===== src/rtl/ram_arbiter_if.sv =====
// Requester-side RAM access port: request/payload in, grant/done/read data out.
// The master modport is the requester; the slave modport is the arbiter.
interface ram_arbiter_if #(
  parameter int ADDR_W = 8,
  parameter int DATA_W = 8
) ();

  logic              req;
  logic              we;
  logic [ADDR_W-1:0] addr;
  logic [DATA_W-1:0] wdata;
  logic              gnt;
  logic              done;
  logic [DATA_W-1:0] rdata;

  modport master (
    output req,
    output we,
    output addr,
    output wdata,
    input  gnt,
    input  done,
    input  rdata
  );

  modport slave (
    input  req,
    input  we,
    input  addr,
    input  wdata,
    output gnt,
    output done,
    output rdata
  );

endinterface


===== src/rtl/ram_arbiter.sv =====
// Shares one RAM port between the core (c) and an external master (e).
// Define ARB_BURST_LIMIT_EN to force ext in after MAX_BURST core grants.
module ram_arbiter #(
  parameter int ADDR_W        = 8,
  parameter int DATA_W        = 8,
  parameter int ACCESS_CYCLES = 2,
  parameter int MAX_BURST     = 4
) (
  input  logic              clk,
  input  logic              rst,
  ram_arbiter_if.slave      c,
  ram_arbiter_if.slave      e,
  output logic              ram_ena,
  output logic              ram_read,
  output logic              ram_write,
  output logic [ADDR_W-1:0] ram_addr,
  output logic [DATA_W-1:0] ram_wdata,
  output logic              ram_wdata_oe,
  input  logic [DATA_W-1:0] ram_rdata,
  output logic              busy
);

  if (ACCESS_CYCLES < 1 || MAX_BURST < 1) begin : g_bad_cfg
    $error("ram_arbiter: ACCESS_CYCLES and MAX_BURST must be >= 1");
  end

  localparam int CW =
    (ACCESS_CYCLES > 1) ? $clog2(ACCESS_CYCLES) : 1;
  localparam logic [CW-1:0] LAST = CW'(ACCESS_CYCLES - 1);

  typedef enum logic [1:0] {
    IDLE,
    ACC,
    RESP
  } state_t;

  state_t        state;
  logic [CW-1:0] cnt;
  logic          own_e;
  logic          we_q;
  logic          any_req;
  logic          pick_e;

  logic              sel_we;
  logic [ADDR_W-1:0] sel_addr;
  logic [DATA_W-1:0] sel_wdata;

  assign any_req = c.req | e.req;

`ifdef ARB_BURST_LIMIT_EN
  localparam int BW = $clog2(MAX_BURST + 1);
  localparam logic [BW-1:0] BMAX = BW'(MAX_BURST);

  logic [BW-1:0] burst_cnt;
  logic          burst_full;

  assign burst_full = (burst_cnt == BMAX);
  assign pick_e     = e.req & (~c.req | burst_full);

  // Counts only core grants that made ext wait.
  always_ff @(posedge clk) begin
    if (rst) begin
      burst_cnt <= '0;
    end else if (state == IDLE && any_req) begin
      if (pick_e || !e.req) begin
        burst_cnt <= '0;
      end else begin
        burst_cnt <= burst_cnt + 1'b1;
      end
    end
  end
`else
  assign pick_e = e.req & ~c.req;
`endif

  assign sel_we    = pick_e ? e.we    : c.we;
  assign sel_addr  = pick_e ? e.addr  : c.addr;
  assign sel_wdata = pick_e ? e.wdata : c.wdata;

  always_ff @(posedge clk) begin
    if (rst) begin
      state        <= IDLE;
      cnt          <= '0;
      own_e        <= 1'b0;
      we_q         <= 1'b0;
      c.gnt        <= 1'b0;
      c.done       <= 1'b0;
      c.rdata      <= '0;
      e.gnt        <= 1'b0;
      e.done       <= 1'b0;
      e.rdata      <= '0;
      ram_ena      <= 1'b0;
      ram_read     <= 1'b0;
      ram_write    <= 1'b0;
      ram_addr     <= '0;
      ram_wdata    <= '0;
      ram_wdata_oe <= 1'b0;
      busy         <= 1'b0;
    end else begin
      unique case (state)
        IDLE: begin
          if (any_req) begin
            state        <= ACC;
            cnt          <= '0;
            own_e        <= pick_e;
            we_q         <= sel_we;
            ram_addr     <= sel_addr;
            ram_wdata    <= sel_wdata;
            c.gnt        <= ~pick_e;
            e.gnt        <= pick_e;
            ram_ena      <= 1'b1;
            ram_read     <= ~sel_we;
            ram_write    <= sel_we;
            ram_wdata_oe <= sel_we;
            busy         <= 1'b1;
          end
        end
        ACC: begin
          if (cnt == LAST) begin
            state        <= RESP;
            ram_ena      <= 1'b0;
            ram_read     <= 1'b0;
            ram_write    <= 1'b0;
            ram_wdata_oe <= 1'b0;
            c.done       <= ~own_e;
            e.done       <= own_e;
            if (!we_q && !own_e) begin
              c.rdata <= ram_rdata;
            end
            if (!we_q && own_e) begin
              e.rdata <= ram_rdata;
            end
          end else begin
            cnt <= cnt + 1'b1;
          end
        end
        RESP: begin
          state  <= IDLE;
          c.gnt  <= 1'b0;
          e.gnt  <= 1'b0;
          c.done <= 1'b0;
          e.done <= 1'b0;
          busy   <= 1'b0;
        end
        default: begin
          state <= IDLE;
        end
      endcase
    end
  end

endmodule

===== src/flat_wrapper.sv =====
// flat-port wrapper written by rule: the top's interface ports become plain ports
module ram_arbiter_flat 
#(
  parameter int ADDR_W        = 8,
  parameter int DATA_W        = 8,
  parameter int ACCESS_CYCLES = 2,
  parameter int MAX_BURST     = 4
)
  (clk, rst, ram_ena, ram_read, ram_write, ram_addr, ram_wdata, ram_wdata_oe, ram_rdata, busy, c_req, c_we, c_addr, c_wdata, c_gnt, c_done, c_rdata, e_req, e_we, e_addr, e_wdata, e_gnt, e_done, e_rdata);
  ram_arbiter_if #(.ADDR_W(ADDR_W), .DATA_W(DATA_W)) c_i ();
  ram_arbiter_if #(.ADDR_W(ADDR_W), .DATA_W(DATA_W)) e_i ();
  input  logic clk;
  input  logic rst;
  output logic ram_ena;
  output logic ram_read;
  output logic ram_write;
  output logic [ADDR_W-1:0] ram_addr;
  output logic [DATA_W-1:0] ram_wdata;
  output logic ram_wdata_oe;
  input  logic [DATA_W-1:0] ram_rdata;
  output logic busy;
  input wire logic [$bits(c_i.req)-1:0] c_req;
  input wire logic [$bits(c_i.we)-1:0] c_we;
  input wire logic [$bits(c_i.addr)-1:0] c_addr;
  input wire logic [$bits(c_i.wdata)-1:0] c_wdata;
  output wire logic [$bits(c_i.gnt)-1:0] c_gnt;
  output wire logic [$bits(c_i.done)-1:0] c_done;
  output wire logic [$bits(c_i.rdata)-1:0] c_rdata;
  input wire logic [$bits(e_i.req)-1:0] e_req;
  input wire logic [$bits(e_i.we)-1:0] e_we;
  input wire logic [$bits(e_i.addr)-1:0] e_addr;
  input wire logic [$bits(e_i.wdata)-1:0] e_wdata;
  output wire logic [$bits(e_i.gnt)-1:0] e_gnt;
  output wire logic [$bits(e_i.done)-1:0] e_done;
  output wire logic [$bits(e_i.rdata)-1:0] e_rdata;
  assign c_i.req = c_req;
  assign c_i.we = c_we;
  assign c_i.addr = c_addr;
  assign c_i.wdata = c_wdata;
  assign c_gnt = c_i.gnt;
  assign c_done = c_i.done;
  assign c_rdata = c_i.rdata;
  assign e_i.req = e_req;
  assign e_i.we = e_we;
  assign e_i.addr = e_addr;
  assign e_i.wdata = e_wdata;
  assign e_gnt = e_i.gnt;
  assign e_done = e_i.done;
  assign e_rdata = e_i.rdata;
  ram_arbiter #(.ADDR_W(ADDR_W), .DATA_W(DATA_W), .ACCESS_CYCLES(ACCESS_CYCLES), .MAX_BURST(MAX_BURST)) u_core (.clk(clk), .rst(rst), .c(c_i), .e(e_i), .ram_ena(ram_ena), .ram_read(ram_read), .ram_write(ram_write), .ram_addr(ram_addr), .ram_wdata(ram_wdata), .ram_wdata_oe(ram_wdata_oe), .ram_rdata(ram_rdata), .busy(busy));
endmodule

===== config.mk =====
export PLATFORM = sky130hd
export DESIGN_NAME = ram_arbiter_flat
export DESIGN_NICKNAME = d
export VERILOG_FILES = /design/src/rtl/ram_arbiter_if.sv /design/src/rtl/ram_arbiter.sv /design/src/flat_wrapper.sv
export SDC_FILE = /design/constraint.sdc
export NUM_CORES = 1
export LEC_CHECK = 0
export CAP_MARGIN = 20
export CORE_MARGIN = 2
export CORE_UTILIZATION = 40
export DETAILED_ROUTE_END_ITERATION = 10
export GPL_ROUTABILITY_DRIVEN = 0
export HOLD_SLACK_MARGIN = 0.08
export PLACE_DENSITY = 0.79
export SLEW_MARGIN = 30
export SYNTH_ARGS = -nofsm -noshare
export SYNTH_HDL_FRONTEND = slang
export SYNTH_SLANG_ARGS = --single-unit

===== constraint.sdc =====
create_clock -name clk -period 1.7 [get_ports clk]
set_clock_uncertainty 0.15 [all_clocks]
set_input_delay 0.34 -clock clk [delete_from_list [all_inputs] [get_ports clk]]
set_output_delay 0.34 -clock clk [all_outputs]
set_load 0.005 [all_outputs]

After elaboration in Yosys (flattened, before gate mapping) --
Cells that the tools add are included.
Word-level totals: register bits 45, bits of input ports 46, output and inout port bits 41, logic and storage cells 68
Cells by class: $add $sub $neg 1, equal/unequal tests 4, multiplexer cells 25, bitwise operators 6, reductions and logical operators 16
Operators with widths (number):
- one-hot mux 1 bit (2 select lines) | 9
- two-way mux 8 bit | 2
- two-way mux 1 bit | 11
- AND reduction 2 bit | 5
- AND reduction 3 bit | 3
- nonzero test 2 bit | 3
- two-way mux 2 bit | 2
- inequality test 2 x 1 -> 1 bit (second input constant) | 2
- inverter 1 bit | 4
- one-hot mux 2 bit (2 select lines) | 1
- equality test 2 x 1 -> 1 bit (second input constant) | 1
- equality test 2 bit (second input constant) | 1
- logical AND 1 bit | 2
- logical NOT 1 bit | 2
- logical NOT 2 bit | 1
- adder 1 bit (second input constant) | 1
- AND 1 bit | 1
- bitwise OR 1 bit | 1

Depth between registers and ports, before layout --
Gate-level depths: netlist of run 1.
word-level depth 6, mapped depth 5, depth with buffers taken out 3

Worst setup path after synthesis of run 1 --
No wires, ideal clock.
kind reg-to-reg, start point register u_core.state[1], end point register u_core.ram_wdata[0], library setup time 0.122 ns, arrival 1.226 ns, required time 1.428 ns, slack 0.203 ns, stages on the path, launching flop included 6, buffers on the path 2, period minus slack after synthesis 1.497 ns, cell sequence dfxtp_1 -> buf_2 -> nor2_4 -> a21oi_2 -> buf_2 -> a221o_1
On the way: word-level cells in the longest chain between the ends 2
RTL lines:
- start, declared | line ram_arbiter.sv:37 | state_t state;
- start signal, assigned | line ram_arbiter.sv:82 | state <= IDLE;
- start signal, assigned | line ram_arbiter.sv:103 | state <= ACC;
- start signal, assigned | line ram_arbiter.sv:120 | state <= RESP;
- logical NOT 2 bit | line ram_arbiter.sv:100 | unique case (state)
- AND reduction 2 bit (no source line)
- end signal, assigned | line ram_arbiter.sv:108 | ram_wdata <= sel_wdata;
- end, declared | line ram_arbiter.sv:17 | output logic [DATA_W-1:0] ram_wdata,
Every way passes these cells. A chain may end at the register's enable or synchronous reset.

Worst setup path in the final report of run 1 --
start point register u_core.ram_addr[6], end point output port ram_addr[6]
RTL lines:
- start, declared | line ram_arbiter.sv:16 | output logic [ADDR_W-1:0] ram_addr,
- start signal, assigned | line ram_arbiter.sv:107 | ram_addr <= sel_addr;
- end, declared | line flat_wrapper.sv:17 | output logic [ADDR_W-1:0] ram_addr;
No word-level cell between the ends.

==> results of run 1 <==
==> sequential cells by signal, summed over array words and instances (netlist names), 2 cells and up <==
name,flops
u_core.ram_wdata,8
u_core.state,2
u_core.e.rdata,8
u_core.c.rdata,8
u_core.ram_addr,8
==> synth_stat cells <==
cell | instances | share of area
nor3b_1 | 1 | 0.0041
nand2b_1 | 9 | 0.031
buf_2 | 6 | 0.016
a21oi_1 | 9 | 0.025
nor3_2 | 1 | 0.0055
a31oi_1 | 2 | 0.0068
nor4_1 | 8 | 0.027
a21oi_2 | 1 | 0.0048
nand3_1 | 1 | 0.0027
a31o_1 | 8 | 0.038
o2bb2ai_1 | 9 | 0.043
o21ai_0 | 4 | 0.011
and3_1 | 7 | 0.024
inv_2 | 1 | 0.0020
nor3_1 | 1 | 0.0027
nor2b_1 | 4 | 0.014
nor4bb_1 | 1 | 0.0055
a221o_1 | 7 | 0.038
and2_1 | 1 | 0.0034
o22ai_1 | 1 | 0.0034
nand3b_1 | 1 | 0.0041
a22o_1 | 1 | 0.0048
nand4_1 | 1 | 0.0034
a311oi_1 | 1 | 0.0048
or2_0 | 1 | 0.0034
nor2_4 | 1 | 0.0061
inv_1 | 1 | 0.0020
nand2_1 | 18 | 0.037
mux2i_1 | 9 | 0.049
o32ai_1 | 1 | 0.0048
a22oi_1 | 8 | 0.033
dfxtp_1 | 45 | 0.49
a211oi_1 | 1 | 0.0041
or2_1 | 2 | 0.0068
clkbuf_1 | 9 | 0.018
nor2_1 | 4 | 0.0082
buf_4 | 1 | 0.0041
or3_1 | 1 | 0.0034
o21ai_1 | 1 | 0.0027
==> cell type report <==
| class | count | area (sq um) |
|---|---|---|
| fill | 376 | 1390 |
| timing repair buffer | 110 | 1060 |
| sequential | 45 | 906 |
| multi-input combinational | 126 | 863 |
| clock buffer | 6 | 82.6 |
| tap | 52 | 65.1 |
| clock inverter | 1 | 7.51 |
| inverter | 2 | 7.51 |
==> cells by family (layout without fill, tap and decap cells) <==
logic type      Yosys count  in the layout  share of synthesized area
compound gates           54             54                      0.224
buf+inv                  18            119                     0.0430
flops                    45             45                      0.492
mux                       9              9                     0.0492
simple gates             63             63                      0.192
==> timing repair <==
item / 4_1_cts / 5_1_grt
setup endpoints to repair: 2 / 19
gates resized for setup: 1 / 7
cloned: 0 / 0
==> path summary, 6_finish.rpt <==
| path | start | end | slack, ps | depth (start not counted) |
|---|---|---|---|---|
| max reg2reg | u_core.state[0] | u_core.e.rdata[2] | 140 | 4 |
| min | u_core.e.rdata[0] | u_core.e.rdata[0] | 310 | 2 |
| min reg2reg | u_core.e.rdata[0] | u_core.e.rdata[0] | 310 | 2 |
| max | u_core.ram_addr[6] | ram_addr[6] | 30 | 1 |
==> power by group <==
| group | leakage [nW] | switching (mW) | internal (mW) | total, mW |
|---|---|---|---|---|
| combinational | 0.732 | 0.192 | 0.308 | 0.500 |
| sequential | 0.370 | 0.0453 | 1.12 | 1.17 |
| clock | 0.0433 | 0.355 | 0.321 | 0.676 |
==> metrics by stage <==
step / setup WS (ps) / area, sq um / TNS (ps) / cells
6_report: 34.5 / 2990 / 0 / 342
5_1_grt: 0.0261 / 2990 / 0 / 342
3_3_place_gp: -186 / 2880 / -2810 / 335
2_1_floorplan: 203 / 1830 / 0 / 189
4_1_cts: 8.36 / 2970 / 0 / 342
3_5_place_dp: -239 / 2880 / -3870 / 335
==> routing by layer <==
metal,up-vias,part of all wire
met5,-,0
met4,0,0.019
met3,9,0.084
met2,73,0.45
met1,823,0.45
li1,906,-
==> impl_metrics.py, run 1 <==
metrics = {
    "floorplanning": {
        "fp.dieH_um": 71.7,
        "die_w_um": 71.7,
        "core_area_sq_mm": 0.00438,
        "initial_core_util": 0.418,
        "fp-row-count": 24,
        "io_pins": 87,
        "fp.dieArea_sq_mm": 0.00514,
    },
    "setup_path": {
        "path_buf_inv": 1,
        "critPathTopFamily": "buffers and inverters",
        "crit_fanout": 2,
        "worstSetupStartpointType": "flop",
        "worst-setup-path-type": "flop to output pin",
        "slowest_stage": "clkdlybuf4s50_1",
        "cp.required_ps": 1210,
        "crit_arrival_ps": 1180,
        "critical_path.max_stage_delay_ps": 510,
        "worstPathCellList": "clkdlybuf4s50_1",
        "end_kind": "output pin",
    },
    "final_layout": {
        "nNetsFinal": 336,
        "drive_above_1_share": 0.138,
        "most-common-layout-cells": "clkdlybuf4s50_1, dfxtp_1, buf_4, nand2_1",
        "finalCoreUtilization": 0.682,
        "antenna_cells_inserted": 0,
        "area_growth_pct": 63.3,
        "final_common_cell": "clkdlybuf4s50_1",
    },
    "place": {
        "io_buffers": 86,
        "dp_hpwl_mm": 3.80,
    },
    "synth": {
        "yosys_register_bits": 45,
        "synthCells": 189,
        "syn_avg_cell_area_sq_um": 9.69,
        "synth_cell_types": 39,
        "synth_fp_nets": 235,
        "seq_area_frac_synth": 0.492,
        "yosysWarningCount": 0,
        "netlist_area_sq_mm": 0.00183,
    },
    "clock_network": {
        "insertion_delay_ps": 300,
        "clkTransAtPathRegs_ps": 80,
        "cts_hold_buf": 0,
        "h-tree-depth": 2,
        "cts_setup_buffers": 0,
        "cts_made_buffers": 5,
        "tritoncts": "done",
        "cts_buffer_depth": 2,
        "root_buffer": "clkbuf_8",
        "cts.sinks": 45,
    },
    "timing": {
        "setup_viol": 0,
        "min_period_over_period": 0.980,
        "slew_viol_final": 0,
        "slew_headroom": 0.795,
        "holdWs_ps": 310,
        "finalCriticalPeriod_ps": 1670,
        "clock.fmax_ghz": 0.600,
        "final_hold_viol_count": 0,
        "tightest_slew_ps": 307,
        "rsz0062_at_grt": "true",
    },
    "grt": {
        "grt_pass1_wl_mm": 8.11,
        "top_usage_layer": "met2",
        "gr-total-overflow": 0,
        "grt_use_met2": 0.333,
        "grtUsageTotal": 0.202,
        "antenna_found_initial": 0,
        "gr-usage-met1": 0.243,
        "grt_pass1_vias": 1823,
        "grt_use_met3": 0.0731,
        "grt_start_max_net_pins": 15,
    },
    "drt": {
        "vias_per_cell": 5.30,
        "ant_nets": 0,
        "drt_wl_total_mm": 4.96,
        "drcViolationCount": 0,
        "vias": 1811,
        "drtPass1Iterations": 4,
        "wl_per_cell_um": 14.5,
        "dr.first_iter.drc_count": 82,
    },
    "power_and_ir_drop": {
        "p_leak_nw": 1.14,
        "ir_drop_mv": 0.361,
        "powerDensity_mw_per_mm2": 784,
        "p_total_mw": 2.34,
    },
    "hold_path": {
        "hold_class": "flop to flop",
    },
    "outcome": {
        "status": "finished clean",
    },
    "run": {
        "maxCapViolations": 0,
    },
}
No activity file was read; power rests on OpenSTA's default activity.
==> run 2, diff against run 1 <==
--- a/config.mk
+++ b/config.mk
@@ -8,6 +8,7 @@
 export CAP_MARGIN = 20
 export CORE_MARGIN = 2
 export CORE_UTILIZATION = 40
+export CTS_CLUSTER_DIAMETER = 60
 export DETAILED_ROUTE_END_ITERATION = 10
 export GPL_ROUTABILITY_DRIVEN = 0
 export HOLD_SLACK_MARGIN = 0.08
==> results of run 2 <==
Same layout as run 1: the final DEF is identical, and so are final timing and power.
==> run 3, diff against run 2 <==
--- a/config.mk
+++ b/config.mk
@@ -5,10 +5,11 @@
 export SDC_FILE = /design/constraint.sdc
 export NUM_CORES = 1
 export LEC_CHECK = 0
+export ABC_AREA = 1
 export CAP_MARGIN = 20
 export CORE_MARGIN = 2
-export CORE_UTILIZATION = 40
-export CTS_CLUSTER_DIAMETER = 60
+export CORE_UTILIZATION = 41
+export CTS_CLUSTER_DIAMETER = 120
 export DETAILED_ROUTE_END_ITERATION = 10
 export GPL_ROUTABILITY_DRIVEN = 0
 export HOLD_SLACK_MARGIN = 0.08
==> impl_metrics.py, run 3 <==
metrics = {
    "clock_network": {
        "cts_made_buffers": 5,
        "cts_buffer_depth": 2,
        "clkTransAtPathRegs_ps": 70,
        "insertion_delay_ps": 290,
        "cts.sinks": 45,
        "tritoncts": "done",
        "h-tree-depth": 2,
        "root_buffer": "clkbuf_8",
        "cts_hold_buf": 0,
    },
    "drt": {
        "met1_length_mm": 2.21,
        "vias": 1993,
        "wl_per_cell_um": 11.6,
        "dr.first_iter.drc_count": 74,
        "met3WireLength_um": 191,
        "vias_per_cell": 4.72,
        "ant_nets": 0,
        "route.met2.wl_mm": 2.35,
        "drt_wl_total_mm": 4.88,
        "highest_layer": "met4",
        "drtPass1Iterations": 4,
        "drcViolationCount": 0,
    },
    "final_layout": {
        "drive_above_1_share": 0.0707,
        "area_growth_pct": 51.7,
        "design_area_sq_mm": 0.00296,
        "most-common-layout-cells": "nand2_1, clkdlybuf4s50_1, dfxtp_1, a21oi_1, nand3_1",
        "n_fill_cell": 433,
        "antenna_cells_inserted": 0,
        "final_common_cell": "nand2_1",
        "nNetsFinal": 413,
    },
    "timing": {
        "min_period_over_period": 0.970,
        "finalCriticalPeriod_ps": 1650,
        "setup_slack_ps": 50.5,
        "slew_headroom": 0.791,
        "holdWs_ps": 313,
        "tightest_slew_ps": 313,
        "setup_viol": 0,
        "finalSetupTns_ps": 0,
        "slew_viol_final": 0,
        "rsz0062_at_grt": "false",
        "clock.fmax_ghz": 0.606,
        "final_hold_viol_count": 0,
    },
    "setup_path": {
        "worst-setup-path-type": "flop to output pin",
        "worstSetupStartpointType": "flop",
        "cp.required_ps": 1210,
        "critPathTopFamily": "buffers and inverters",
        "worstPathCellList": "clkdlybuf4s50_1",
        "end_kind": "output pin",
        "slowest_stage": "clkdlybuf4s50_1",
        "crit_arrival_ps": 1160,
        "critical_path.max_stage_delay_ps": 540,
        "path_buf_inv": 1,
        "crit_fanout": 2,
    },
    "synth": {
        "yosysWarningCount": 0,
        "synth_edf_count": 0,
        "synthCells": 279,
        "synth_fp_nets": 325,
        "synth_top_area_frac": 0.462,
        "synth_cell_types": 20,
        "ys_top_cells_by_count": "nand2_1, dfxtp_1, a21oi_1, nand3_1, nor2_1",
        "synth.most_common_cell": "nand2_1",
        "async_reset_ff_frac": 0,
        "ys.flop_type": "dfxtp_1",
        "seq_area_frac_synth": 0.462,
        "yosys_register_bits": 45,
        "ys_top_cells_by_area": "dfxtp_1, nand2_1, a21oi_1, nand3_1, nor2_1",
        "netlist_area_sq_mm": 0.00195,
        "yosysTopAreaCell": "dfxtp_1",
        "syn_avg_cell_area_sq_um": 6.99,
    },
    "power_and_ir_drop": {
        "p_int_mw": 1.69,
        "ir_drop_mv": 0.366,
        "netSwitchingPower_mw": 0.595,
        "switching_share": 0.260,
        "p_leak_nw": 1.25,
        "clkPwrFrac": 0.272,
        "p_comb_frac": 0.221,
        "power_frac_seq": 0.506,
        "powerDensity_mw_per_mm2": 772,
    },
    "place": {
        "io_buffers": 86,
        "dpl_worst_slack_ps": -2.50,
        "dpl_cell_area_sq_mm": 0.00288,
        "dp_hpwl_mm": 3.65,
    },
    "grt": {
        "antenna_found_initial": 0,
        "grt_pass1_vias": 1845,
        "gr-total-overflow": 0,
        "grt_start_max_net_pins": 25,
        "grt_pass1_wl_mm": 8.05,
        "grtUsageTotal": 0.194,
    },
    "floorplanning": {
        "io_pins": 87,
        "fp.dieArea_sq_mm": 0.00533,
        "fp-row-count": 25,
        "core_area_sq_mm": 0.00466,
        "initial_core_util": 0.419,
        "die_w_um": 73.0,
        "fp.dieH_um": 73.0,
    },
    "outcome": {
        "status": "finished clean",
    },
    "run": {
        "maxCapViolations": 0,
    },
    "hold_path": {
        "hold_class": "flop to flop",
    },
}
-- run 3: cell types whose count changed after synthesis, moves of 8 or more --
cell,change
o2bb2ai_1,-9
inv_1,+14
nand2_1,+86
nand2b_1,-9
nand3_1,+26
a31o_1,-8
a22oi_1,-8
nor4_1,-8
nor2_1,+15
a21oi_1,+26
mux2i_1,-9
-- run 3: layer usage --
layer / track usage / vias to the layer above
met5: 0 / -
met4: 0.115 / 0
met3: 0.0304 / 10
met2: 0.317 / 52
met1: 0.240 / 866
li1: - / 1065
-- run 3: through the flow --
step,utilization,cells,total power [mW]
finish,0.635,422,2.29
global placement,0.617,414,1.68
global route,0.635,422,2.40
detailed placement,0.617,414,1.69
CTS,0.634,422,2.31
floorplan,-,279,1.41
-- run 3: final timing paths --
path,startpoint,endpoint,slack (ps),cells after the start
max,u_core.e.gnt,e_gnt,50,1
min,u_core.ram_wdata[3],u_core.ram_wdata[3],310,2
max reg2reg,u_core.state[0],u_core.c.rdata[4],270,5
min reg2reg,u_core.ram_wdata[3],u_core.ram_wdata[3],310,2
-- run 3: logic make-up (layout without fill, tap and decap cells) --
group	count (synthesis)	after routing	synth area share
flops	45	45	0.462
buf+inv	33	122	0.0821
simple gates	165	165	0.362
compound gates	36	36	0.0937
-- run 3: final cells by class --
type                       count  area [sq um]  share of cell area
sequential                    45           903               0.305
clock buffer                   8          80.1              0.0271
tap                           54          67.6              0.0228
timing repair buffer          96           948               0.321
multi-input combinational    201           890               0.301
inverter                      18          70.1              0.0237
-- run 3: worst min-delay path: cells and delay by family (launching register included) --
family             cells  cell delay [ps]
and+or+nand+nor        1               60
AOI/OAI and AO/OA      1               50
DFF                    1              310
-- run 3: power by group through the flow --
stage,combinational [mW],clock [mW],sequential (mW)
after detailed placement,0.506,0,1.18
final,0.506,0.623,1.16
after global placement,0.500,0,1.18
after floorplan,0.222,0,1.18
after CTS,0.509,0.642,1.16
after global routing,0.557,0.681,1.17
-- run 3: what timing repair did --
item,in CTS,in global routing
setup endpoints to repair,0,3
resized for setup,0,2
buffers inserted,0,0
